<file path="src/rtl/display_pkg.sv">
// Shared types and constants for the hex display arbiter and its decoder.
// Latency: none (declarations only).
// Backpressure: n/a.
package display_pkg;

  // Number of multiplexed 7-segment digits and the width of the digit index
  localparam int NUM_DIGITS = 4;
  localparam int IDX_W      = $clog2(NUM_DIGITS);

  // Arbiter FSM states
  typedef enum logic {
    ST_IDLE = 1'b0,
    ST_HOLD = 1'b1
  } state_t;

  // Active-low segment patterns, bit order {g,f,e,d,c,b,a}
  localparam logic [6:0] SEG_BLANK = 7'b1111111;
  localparam logic [6:0] SEG_0     = 7'b1000000;
  localparam logic [6:0] SEG_1     = 7'b1111001;
  localparam logic [6:0] SEG_2     = 7'b0100100;
  localparam logic [6:0] SEG_3     = 7'b0110000;
  localparam logic [6:0] SEG_4     = 7'b0011001;
  localparam logic [6:0] SEG_5     = 7'b0010010;
  localparam logic [6:0] SEG_6     = 7'b0000010;
  localparam logic [6:0] SEG_7     = 7'b1111000;
  localparam logic [6:0] SEG_8     = 7'b0000000;
  localparam logic [6:0] SEG_9     = 7'b0010000;
  localparam logic [6:0] SEG_A     = 7'b0001000;
  localparam logic [6:0] SEG_B     = 7'b0000011;
  localparam logic [6:0] SEG_C     = 7'b1000110;
  localparam logic [6:0] SEG_D     = 7'b0100001;
  localparam logic [6:0] SEG_E     = 7'b0000110;
  localparam logic [6:0] SEG_F     = 7'b0001110;

  // Lookup table indexed by nibble value (entry 0 is the rightmost slice)
  localparam logic [15:0][6:0] SEG_HEX = {
    SEG_F, SEG_E, SEG_D, SEG_C, SEG_B, SEG_A, SEG_9, SEG_8,
    SEG_7, SEG_6, SEG_5, SEG_4, SEG_3, SEG_2, SEG_1, SEG_0
  };

  // One-hot-low anode enable for the given digit index
  function automatic logic [NUM_DIGITS-1:0] digit_enable(input logic [IDX_W-1:0] idx);
    return ~(NUM_DIGITS'(1) << idx);
  endfunction

endpackage

</file>
<file path="src/rtl/hex_to_seg7.sv">
// Hex nibble to active-low 7-segment pattern decoder.
// Latency: combinational, zero cycles.
// Backpressure: none.
module hex_to_seg7
  import display_pkg::*;
(
  input  logic [3:0] nibble,
  output logic [6:0] seg
);

  assign seg = SEG_HEX[nibble];

endmodule

</file>
<file path="src/rtl/hex_display_arbiter.sv">
// Two-requester round-robin owner of a 4-digit multiplexed hex display.
// Latency: ack one cycle after request is sampled; an/seg one cycle behind idx/disp_reg.
// Backpressure: requests seen during HOLD stay pending until the next IDLE cycle.
module hex_display_arbiter
  import display_pkg::*;
#(
  parameter int REFRESH_DIV = 1000,
  parameter int HOLD_CYCLES = 16
) (
  input  logic        clk,
  input  logic        rst,
  input  logic        req_a,
  input  logic [15:0] val_a,
  input  logic        req_b,
  input  logic [15:0] val_b,
  input  logic        blank,
  output logic        ack_a,
  output logic        ack_b,
  output logic        owner,
  output logic        busy,
  output logic [3:0]  an,
  output logic [6:0]  seg
);

  localparam int RW = $clog2(REFRESH_DIV);
  localparam int HW = (HOLD_CYCLES > 1) ? $clog2(HOLD_CYCLES) : 1;
  localparam logic [RW-1:0] REFRESH_LAST = RW'(REFRESH_DIV - 1);
  localparam logic [HW-1:0] HOLD_LOAD    = HW'(HOLD_CYCLES - 1);

  state_t           state;
  logic [HW-1:0]    hold_cnt;
  logic [15:0]      disp_reg;
  logic             last_b;       // 1 when B was the last requester served
  logic [RW-1:0]    refresh_cnt;
  logic [IDX_W-1:0] idx;
  logic [3:0]       cur_nibble;
  logic [6:0]       cur_seg;
  logic             grant_b;

  // B wins when it is alone, or on a tie when A was served last
  assign grant_b    = req_b & (~req_a | ~last_b);
  assign cur_nibble = disp_reg[{idx, 2'b00} +: 4];

  hex_to_seg7 u_hex_to_seg7 (
    .nibble (cur_nibble),
    .seg    (cur_seg)
  );

  // Arbitration FSM: grant in IDLE, then own the display for HOLD_CYCLES
  always_ff @(posedge clk) begin
    if (rst) begin
      state    <= ST_IDLE;
      hold_cnt <= '0;
      disp_reg <= 16'h0000;
      last_b   <= 1'b1;
      ack_a    <= 1'b0;
      ack_b    <= 1'b0;
      owner    <= 1'b0;
      busy     <= 1'b0;
    end else begin
      ack_a <= 1'b0;
      ack_b <= 1'b0;
      case (state)
        ST_IDLE: begin
          if (req_a | req_b) begin
            disp_reg <= grant_b ? val_b : val_a;
            owner    <= grant_b;
            last_b   <= grant_b;
            ack_a    <= ~grant_b;
            ack_b    <= grant_b;
            hold_cnt <= HOLD_LOAD;
            busy     <= 1'b1;
            state    <= ST_HOLD;
          end
        end
        ST_HOLD: begin
          if (hold_cnt == '0) begin
            busy  <= 1'b0;
            state <= ST_IDLE;
          end else begin
            hold_cnt <= hold_cnt - 1'b1;
          end
        end
        default: state <= ST_IDLE;
      endcase
    end
  end

  // Free-running refresh divider; each wrap steps to the next digit
  always_ff @(posedge clk) begin
    if (rst) begin
      refresh_cnt <= '0;
      idx         <= '0;
    end else if (refresh_cnt == REFRESH_LAST) begin
      refresh_cnt <= '0;
      idx         <= idx + 1'b1;
    end else begin
      refresh_cnt <= refresh_cnt + 1'b1;
    end
  end

  // Registered display drive, forced dark while blank is asserted
  always_ff @(posedge clk) begin
    if (rst) begin
      an  <= 4'b1111;
      seg <= SEG_BLANK;
    end else if (blank) begin
      an  <= 4'b1111;
      seg <= SEG_BLANK;
    end else begin
      an  <= digit_enable(idx);
      seg <= cur_seg;
    end
  end

endmodule

</file>
<file path="config.mk">
export PLATFORM = sky130hd
export DESIGN_NAME = hex_display_arbiter
export DESIGN_NICKNAME = d
export VERILOG_FILES = /design/src/rtl/display_pkg.sv /design/src/rtl/hex_to_seg7.sv /design/src/rtl/hex_display_arbiter.sv
export SDC_FILE = /design/constraint.sdc
export NUM_CORES = 1
export LEC_CHECK = 0
export CAP_MARGIN = 15
export CORE_AREA = 2 2 78 73
export DETAILED_ROUTE_END_ITERATION = 12
export DIE_AREA = 0 0 80 75
export GPL_TIMING_DRIVEN = 0
export PLACE_DENSITY = 0.74
export SETUP_SLACK_MARGIN = 0.3
export SLEW_MARGIN = 20
export SYNTH_ARGS = -nofsm -noshare
export SYNTH_HDL_FRONTEND = slang
export SYNTH_SLANG_ARGS = --single-unit
</file>
<file path="constraint.sdc">
create_clock -name clk -period 1.9 [get_ports clk]
set_input_delay 0.19 -clock clk [delete_from_list [all_inputs] [get_ports clk]]
set_output_delay 0.19 -clock clk [all_outputs]
set_load 0.05 [all_outputs]
</file>
# Word level (Yosys, flattened, before mapping)
# Memory sizes are Yosys's and may differ from the RTL's. A register that Yosys moved wholly into a read port is not among the register bits.
# Index checks and enable logic that the tools add are counted.
# Widths: inputs -> output; s select.
[word_totals] mem_bits_ro=112 out_inout_bits=15 register_bits=42 in_bits=37 n_memories=1
[classes] reduce_logical=7 eq_ne=4 muxes=10 bitwise_logic=9 n_addsub=3 shifts=2
[mem_list] name="(no name shown)" depth=16 width=7 read_ports=1 rd_clocked_by_memory_dff=1 wr=0 line_no="hex_to_seg7.sv:11" source="assign seg = SEG_HEX[nibble];"
[ops] cell="$mux 16" count=1
[ops] cell="$shiftx 16x5->4" count=1
[ops] cell="$add 10x1->10 const B" count=1
[ops] cell="$eq 10x10->1 const B" count=1
[ops] cell="$mux 4" count=2
[ops] cell="$pmux 4 s2" count=1
[ops] cell="$reduce_and 2->1" count=3
[ops] cell="$not 1->1" count=5
[ops] cell="$logic_not 4->1" count=1
[ops] cell="$mux 1" count=4
[ops] cell="$ne 2x2->1 const B" count=2
[ops] cell="$not 4->4" count=1
[ops] cell="$pmux 1 s2" count=2
[ops] cell="$reduce_or 2->1" count=2
[ops] cell="$shl 1x2->4 const A" count=1
[ops] cell="$sub 4x1->4 const B" count=1
[ops] cell="$reduce_or 3->1" count=1
[ops] cell="$add 2x1->2 const B" count=1
[ops] cell="$ne 2x1->1 const B" count=1
[ops] cell="$or 1x1->1" count=2
[ops] cell="$and 1x1->1" count=1

# Depth between registers and ports, before layout
# Gate-level depths: netlist (run 1).
[logic_depth] ltp_word=4 depth_mapped=8

# By module
# Synthesis (run 1) repeated with hierarchy kept, for this count alone.
[unflattened] hier_cells=237 area_unflattened_um2=2329.7
[by_module_without_submodules] module="hex_display_arbiter" instances=1 area_per_inst_um2=2055.7 cells_per_inst=204
[by_module_without_submodules] module="hex_to_seg7" instances=1 area_per_inst_um2=274.0 cells_per_inst=33

# Worst setup path before layout (run 1)
# No wires, ideal clock.
[synth_timing] kind="reg-to-reg" from="register idx[0]" to="register seg[3]" path_buffers=0 required_ns=1.771 arrival_time_ns=1.878 stages_incl_launch_ff=6 path_slack_ns=-0.106 path_cell_list="dfxtp_1 mux4_2 ha_1 or2_0 a2111oi_2 a31oi_1"
[synth_between] elab_chain_len=1
[synth_lines] element="from (decl)" line_no="hex_display_arbiter.sv:35" source="logic [IDX_W-1:0] idx;"
[synth_lines] element="from (signal assigned)" line_no="hex_display_arbiter.sv:96" source="idx <= idx + 1'b1;"
[synth_lines] element="$shiftx 16x5->4" line_no="hex_display_arbiter.sv:42" source="assign cur_nibble = disp_reg[{idx, 2'b00} +: 4];"
[synth_lines] element="to (decl)" line_no="hex_display_arbiter.sv:22" source="output logic [6:0] seg"
# No other way between the ends.
# A chain may end at the register's enable or synchronous reset.

# Final worst setup path (run 1)
[layout_timing] from="register idx[1]" to="register seg[3]"
# The elaborated chain is that of the path after synthesis.

==> results.cfg, run 1 <==
[status]
status = finished, final reports clean

[synthesis]
synth.yosys.warnings = 0
syn_area_um2 = 2250
synth.distinct_cells = 40
synthSimpleGateAreaFrac_pct = 16.0
synth-compound-area-share_pct = 11.8
ys_seq_area_share_pct = 43.6
synthAdderAreaFrac_pct = 6.67
muxShareOfSynthArea_pct = 13.0
ys_seq_elements = 49
yosysTopAreaCell = dfxtp_1
synthTopCellsByArea = dfxtp_1, mux2i_1, ha_1
synth-xor-area-share_pct = 4.28
async_flop_share_pct = 0
avgSynthCellArea_um2 = 9.70
post-synth-top-area-fraction_pct = 43.6
ys.flop_type = dfxtp_1
synth_edf_count = 0
synth_top_family_by_area = simple AND/OR/NAND/NOR gates
synth_nets = 281
synthCells = 232

[cts]
htree_levels = 2
clockBufferDepth = 2
cts_made_buffers = 5
clkLatencyLatePin_ns = 0.31
cts_root_buf = clkbuf_8
cts.sinks = 49
clkTransAtPathRegs_ns = 0.09
cts_tree = yes
hold_buffers = 0

[layout]
fill_cells = 434
nets = 354
post_layout_nonfiller_instances = 373
largest_reg_flops = 16
antenna_cells = 0
syn_to_final_growth_pct = 41.9
drive_gt1_share_pct = 22.2

[global_routing]
grt_use_total_pct = 17.8
overflow = 0
grt_max_degree = 16
grt_pass1_vias = 1803
grt_pass1_wl_um = 8210
antenna_found_initial = 0

[route]
drtAntennaViolNets = 0
drt-initial-drc-count = 78
vias = 1901
vias_per_cell = 5.10
firstDrtPassIters = 4
post-route-drc-count = 0
routed_wl_um = 4860
wl_per_cell_um = 13.0

[worst_setup_path]
crit_end = seg[3]
cp_data_required_time_ns = 2.09
rr_worst_depth = 7
reg2reg_slack_ns = 0.02
critPathMaxFanout = 5
path_cells = buf_6 -> mux4_2 -> inv_4 -> ha_4 -> or2_4 -> a2111oi_4 -> a31oi_1
cpPeakStageDelay_ns = 0.41
worstSetupEndpointType = flop
worstSetupStartpointType = flop
arrival_ns = 2.08
slowest_stage = mux4_2
crit_type = flop to flop
r2r-start = idx[1]
startpoint = idx[1]
r2r-end = seg[3]

[power]
p_total_uw = 2390
power_density_nw_per_um2 = 750
vdd_ir_drop_max_mv = 0.302
p_leak_uw = 0.00124

[floorplanning]
io_pins = 52
die_w_um = 80
core_um2 = 5130
initial_utilization_pct = 43.9
dieArea_um2 = 6000
rows = 25
die_y_um = 75

[min_path]
holdCritStartpoint = refresh_cnt[0]
timing.hold.worst.class = flop to flop

[placement]
routabilityCongestion = 0.818
dp_hpwl_um = 3300
port_buffers = 51
numPlacedInstances = 350

[timing]
fmax_ghz = 0.531
setup_violations = 0
layout_min_cycle_time_ns = 1.88
rsz0062_at_grt = yes
slew_headroom_pct = 66.7
hold_ws_ns = 0.447
tightest_slew_ns = 0.499
fin_skew_ns = 0.00321
hold_viol = 0
fin_crit_sh_pct = 99.1
slew_viol_final = 0

[flow_run]
cap_viol_max_count = 0
==> synthesized netlist by cell type, types with 2 or more instances <==
master    count
xnor2_1       8
xor2_1        3
o221ai_1      2
nand2_1      14
nand3_1       3
mux4_2        4
nor2_1       39
buf_2         2
clkbuf_1      8
o211ai_1      4
nor3_1        8
dfxtp_1      49
a21oi_1       4
nand2b_1      3
a211oi_1     16
nand4_1       2
inv_1         8
a311oi_1      2
nor3b_1       2
ha_1         12
buf_6         2
mux2i_1      18
mux2_2        2
==> report_power, final <==
group,internal (µW),switching [µW]
clock network,295,354
logic,292,306
registers,1100,41.8
==> cells by family (layout without fill, tap and decap cells) <==
logic type | Yosys count | count (layout)
AOI/OAI and AO/OA | 35 | 35
xor gates and xnor gates | 11 | 11
adders and majority gates | 12 | 12
buffers and inverters | 22 | 96
DFF | 49 | 49
muxes | 24 | 24
and+or+nand+nor | 79 | 79
==> how the worst min path moves through the flow <==
stage / end / slack [ns] / cells past startpoint
finish: refresh_cnt[0] / 0.45 / 1
global route: refresh_cnt[0] / 0.46 / 1
CTS: refresh_cnt[0] / 0.43 / 1
detailed placement: refresh_cnt[0] / 0.45 / 1
global placement: refresh_cnt[0] / 0.43 / 1
floorplan: ack_b / 0.28 / 1
==> cell type report <==
class	count	area [µm²]	area share (%)
Multi-Input combinational cell	161	1260	39.3
Sequential cell	49	993	31.1
Timing Repair Buffer	66	627	19.6
Buffer	14	101	3.17
Tap cell	67	83.8	2.63
Clock buffer	6	82.6	2.59
Inverter	8	35.0	1.10
Clock inverter	2	13.8	0.431
==> timing repair <==
| item | in CTS | in global routing |
|---|---|---|
| setup endpoints to repair | 35 | 39 |
| gates resized for setup | 27 | 31 |
| buffers inserted | 9 | 6 |
| pin swaps | 4 | 1 |
==> critical path, delay by kind of cell, from the launching register on <==
family | cells | cell delay (ns)
fa+ha+maj | 1 | 0.16
simple gates | 1 | 0.23
flops | 1 | 0.33
buf+inv | 2 | 0.20
compound gates | 2 | 0.44
mux | 1 | 0.41
==> through the flow <==
| step | setup TNS (ns) | cell area, µm² | utilization (%) | worst slack (ns) |
|---|---|---|---|---|
| after floorplan | 0 | 2290 | - | 0.0913 |
| after global placement | -0.163 | 2880 | 56.1 | -0.0722 |
| after detailed placement | -0.350 | 2880 | 56.1 | -0.0839 |
| after CTS | 0 | 3070 | 59.9 | 0.0667 |
| after global routing | -0.0667 | 3190 | 62.2 | -0.0667 |
| final | 0 | 3190 | 62.2 | 0.0167 |
==> per-layer routing <==
metal | vias to the layer above | wire length (µm) | track usage (%)
met1 | 881 | 2170 | 21.2
li1 | 962 | - | -
met5 | - | 0 | 0
met2 | 53 | 2360 | 30.5
met3 | 5 | 260 | 4.08
met4 | 0 | 71 | 9.23
==> placed cells by master, fill, tap and decap left out, types with 3 or more instances in the layout <==
| cell | netlist | final |
|---|---|---|
| dfxtp_1 | 49 | 43 |
| nor2_1 | 39 | 38 |
| clkdlybuf4s50_1 | 0 | 36 |
| mux2i_1 | 18 | 18 |
| a211oi_1 | 16 | 16 |
| buf_4 | 1 | 15 |
| nand2_1 | 14 | 12 |
| dlygate4sd2_1 | 0 | 11 |
| xnor2_1 | 8 | 8 |
| nor3_1 | 8 | 7 |
| ha_1 | 12 | 7 |
| clkbuf_2 | 0 | 6 |
| clkbuf_8 | 0 | 6 |
| inv_1 | 8 | 5 |
| buf_6 | 2 | 5 |
| mux4_2 | 4 | 4 |
| o211ai_1 | 4 | 4 |
| dfxtp_2 | 0 | 4 |
| dlymetal6s2s_1 | 0 | 4 |
| nand2b_1 | 3 | 3 |
| nand3_1 | 3 | 3 |
| xor2_1 | 3 | 3 |
| a21oi_1 | 4 | 3 |
| ha_4 | 0 | 3 |
(Power assumes the default switching activity.)
==> run 2: changes to the inputs <==
--- a/config.mk
+++ b/config.mk
@@ -6,11 +6,13 @@
 export NUM_CORES = 1
 export LEC_CHECK = 0
 export CAP_MARGIN = 15
-export CORE_AREA = 2 2 78 73
+export CELL_PAD_IN_SITES_DETAIL_PLACEMENT = 0
+export CELL_PAD_IN_SITES_GLOBAL_PLACEMENT = 1
+export CORE_AREA = 2 2 89 83
 export DETAILED_ROUTE_END_ITERATION = 12
-export DIE_AREA = 0 0 80 75
+export DIE_AREA = 0 0 91 85
 export GPL_TIMING_DRIVEN = 0
-export PLACE_DENSITY = 0.74
+export PLACE_DENSITY_LB_ADDON = 0.1
 export SETUP_SLACK_MARGIN = 0.3
 export SLEW_MARGIN = 20
 export SYNTH_ARGS = -nofsm -noshare
==> run 2 against run 1 <==
Against the previous run:
- combinational power shrank 1%
- flip-flop and latch count is the same
- sequential share of layout area shrank 0.51 points
- routed wire length grew 1.9%
- count of clock-buffer cells in the layout grew 1
- highest routed layer unchanged
- final area grew 1.3%
- core utilization shrank 15 points
- clock skew grew 0.0032 ns
- via count shrank 3.4%
- critical path depth is the same
- critical path type unchanged
==> results.cfg, run 2 (synthesized netlist as in run 1, its figures left out) <==
[timing]
fmax_ghz = 0.539
hold_ws_ns = 0.449
slew_headroom_pct = 66.5
hold_viol = 0
tns_ns = 0
rsz0062_at_grt = yes
setup_violations = 0
layout_min_cycle_time_ns = 1.86
fin_crit_sh_pct = 97.7
fin_skew_ns = 0.00641
slew_viol_final = 0
tightest_slew_ns = 0.502

[layout]
nets = 355
final_cell_mix = dfxtp_1, nor2_1, clkdlybuf4s50_1
syn_to_final_growth_pct = 43.7
largest_reg_flops = 16
antenna_cells = 0
final_core_util_pct = 47.4
drive_gt1_share_pct = 22.1
final_common_cell = dfxtp_1
fill_cells = 694

[cts]
cts_made_buffers = 5
cts_root_buf = clkbuf_8
htree_levels = 2
clkTransAtPathRegs_ns = 0.09
clkLatencyLatePin_ns = 0.30
cts_tree = yes
clockBufferDepth = 2
cts.sinks = 49
hold_buffers = 0

[floorplanning]
die_w_um = 91
core_um2 = 6820
rows = 29
dieArea_um2 = 7740
die_y_um = 85
io_pins = 52
initial_utilization_pct = 33.0

[worst_setup_path]
cp_data_required_time_ns = 2.08
worstSetupStartpointType = flop
reg2reg_slack_ns = 0.04
crit_type = flop to flop
arrival_ns = 2.04
worstSetupEndpointType = flop
critPathMaxFanout = 6

[route]
firstDrtPassIters = 3
vias_per_cell = 4.59
routed_wl_um = 4950
wl_per_cell_um = 12.4
vias = 1837
post-route-drc-count = 0
drtAntennaViolNets = 0
drt-initial-drc-count = 29

[power]
p_total_uw = 2400
vdd_ir_drop_max_mv = 0.314
p_leak_uw = 0.00125
power_density_nw_per_um2 = 742

[global_routing]
grt_pass1_wl_um = 8650
antenna_found_initial = 0
overflow = 0
grt_max_degree = 15
grt_pass1_vias = 1825
grt_use_total_pct = 13.9

[status]
status = finished, final reports clean

[placement]
dp_hpwl_um = 3530
routabilityCongestion = 0.710
port_buffers = 51

[min_path]
timing.hold.worst.class = flop to flop

[flow_run]
cap_viol_max_count = 0
## run 2: what timing repair did
item / CTS / global route
gates resized for setup: 29 / 24
buffers inserted: 11 / 5
pin swaps: 4 / 1
setup endpoints to repair: 45 / 40
## run 2: per-layer routing
metal	share of wire [%]	vias up	GRT usage, %
met5	0	-	0
met4	1.5	0	4.82
met3	4.1	7	3.29
met2	45	40	22.0
met1	49	827	18.7
li1	-	963	-
## run 2: final cells by class
type	instances	area [µm²]	area share (%)
Buffer	14	100	3.09
Clock buffer	7	96.3	2.98
Clock inverter	1	5.00	0.155
Inverter	8	35.0	1.08
Multi-Input combinational cell	161	1260	39.1
Sequential cell	49	990	30.6
Tap cell	93	116	3.60
Timing Repair Buffer	67	627	19.4
## run 2: power by group
group / total (µW) / switching (µW) / internal [µW]
registers: 1140 / 40.0 / 1100
clock network: 664 / 335 / 330
logic: 591 / 304 / 287
## run 2: metrics by stage
stage / instances / area, µm² / setup slack (ns)
after floorplan: 232 / 2290 / 0.0913
after global placement: 376 / 2910 / -0.0727
after detailed placement: 376 / 2910 / -0.133
after CTS: 395 / 3130 / 0.0445
after global routing: 400 / 3230 / -0.0380
final: 400 / 3230 / 0.0430
## run 2: worst paths after layout
path / from / to / depth (start not counted)
worst max-delay path: idx[1] / seg[3] / 7
worst min-delay path: refresh_cnt[0] / refresh_cnt[0] / 1
worst max register to register: idx[1] / seg[3] / 7
worst min register to register: refresh_cnt[0] / refresh_cnt[0] / 1
## run 2: critical path, cell delays in order (launching register included)
cell	delay (ns)
dfxtp_2	0.33
buf_6	0.13
mux4_2	0.42
inv_4	0.07
ha_4	0.16
or2_4	0.23
a2111oi_4	0.34
a31oi_1	0.07
==> run 3: changes to the inputs <==
--- a/config.mk
+++ b/config.mk
@@ -14,7 +14,6 @@
 export GPL_TIMING_DRIVEN = 0
 export PLACE_DENSITY_LB_ADDON = 0.1
 export SETUP_SLACK_MARGIN = 0.3
-export SLEW_MARGIN = 20
 export SYNTH_ARGS = -nofsm -noshare
 export SYNTH_HDL_FRONTEND = slang
 export SYNTH_SLANG_ARGS = --single-unit
==> results of run 3 <==
Same layout as run 2: the final DEF is identical, and so are final timing and power.
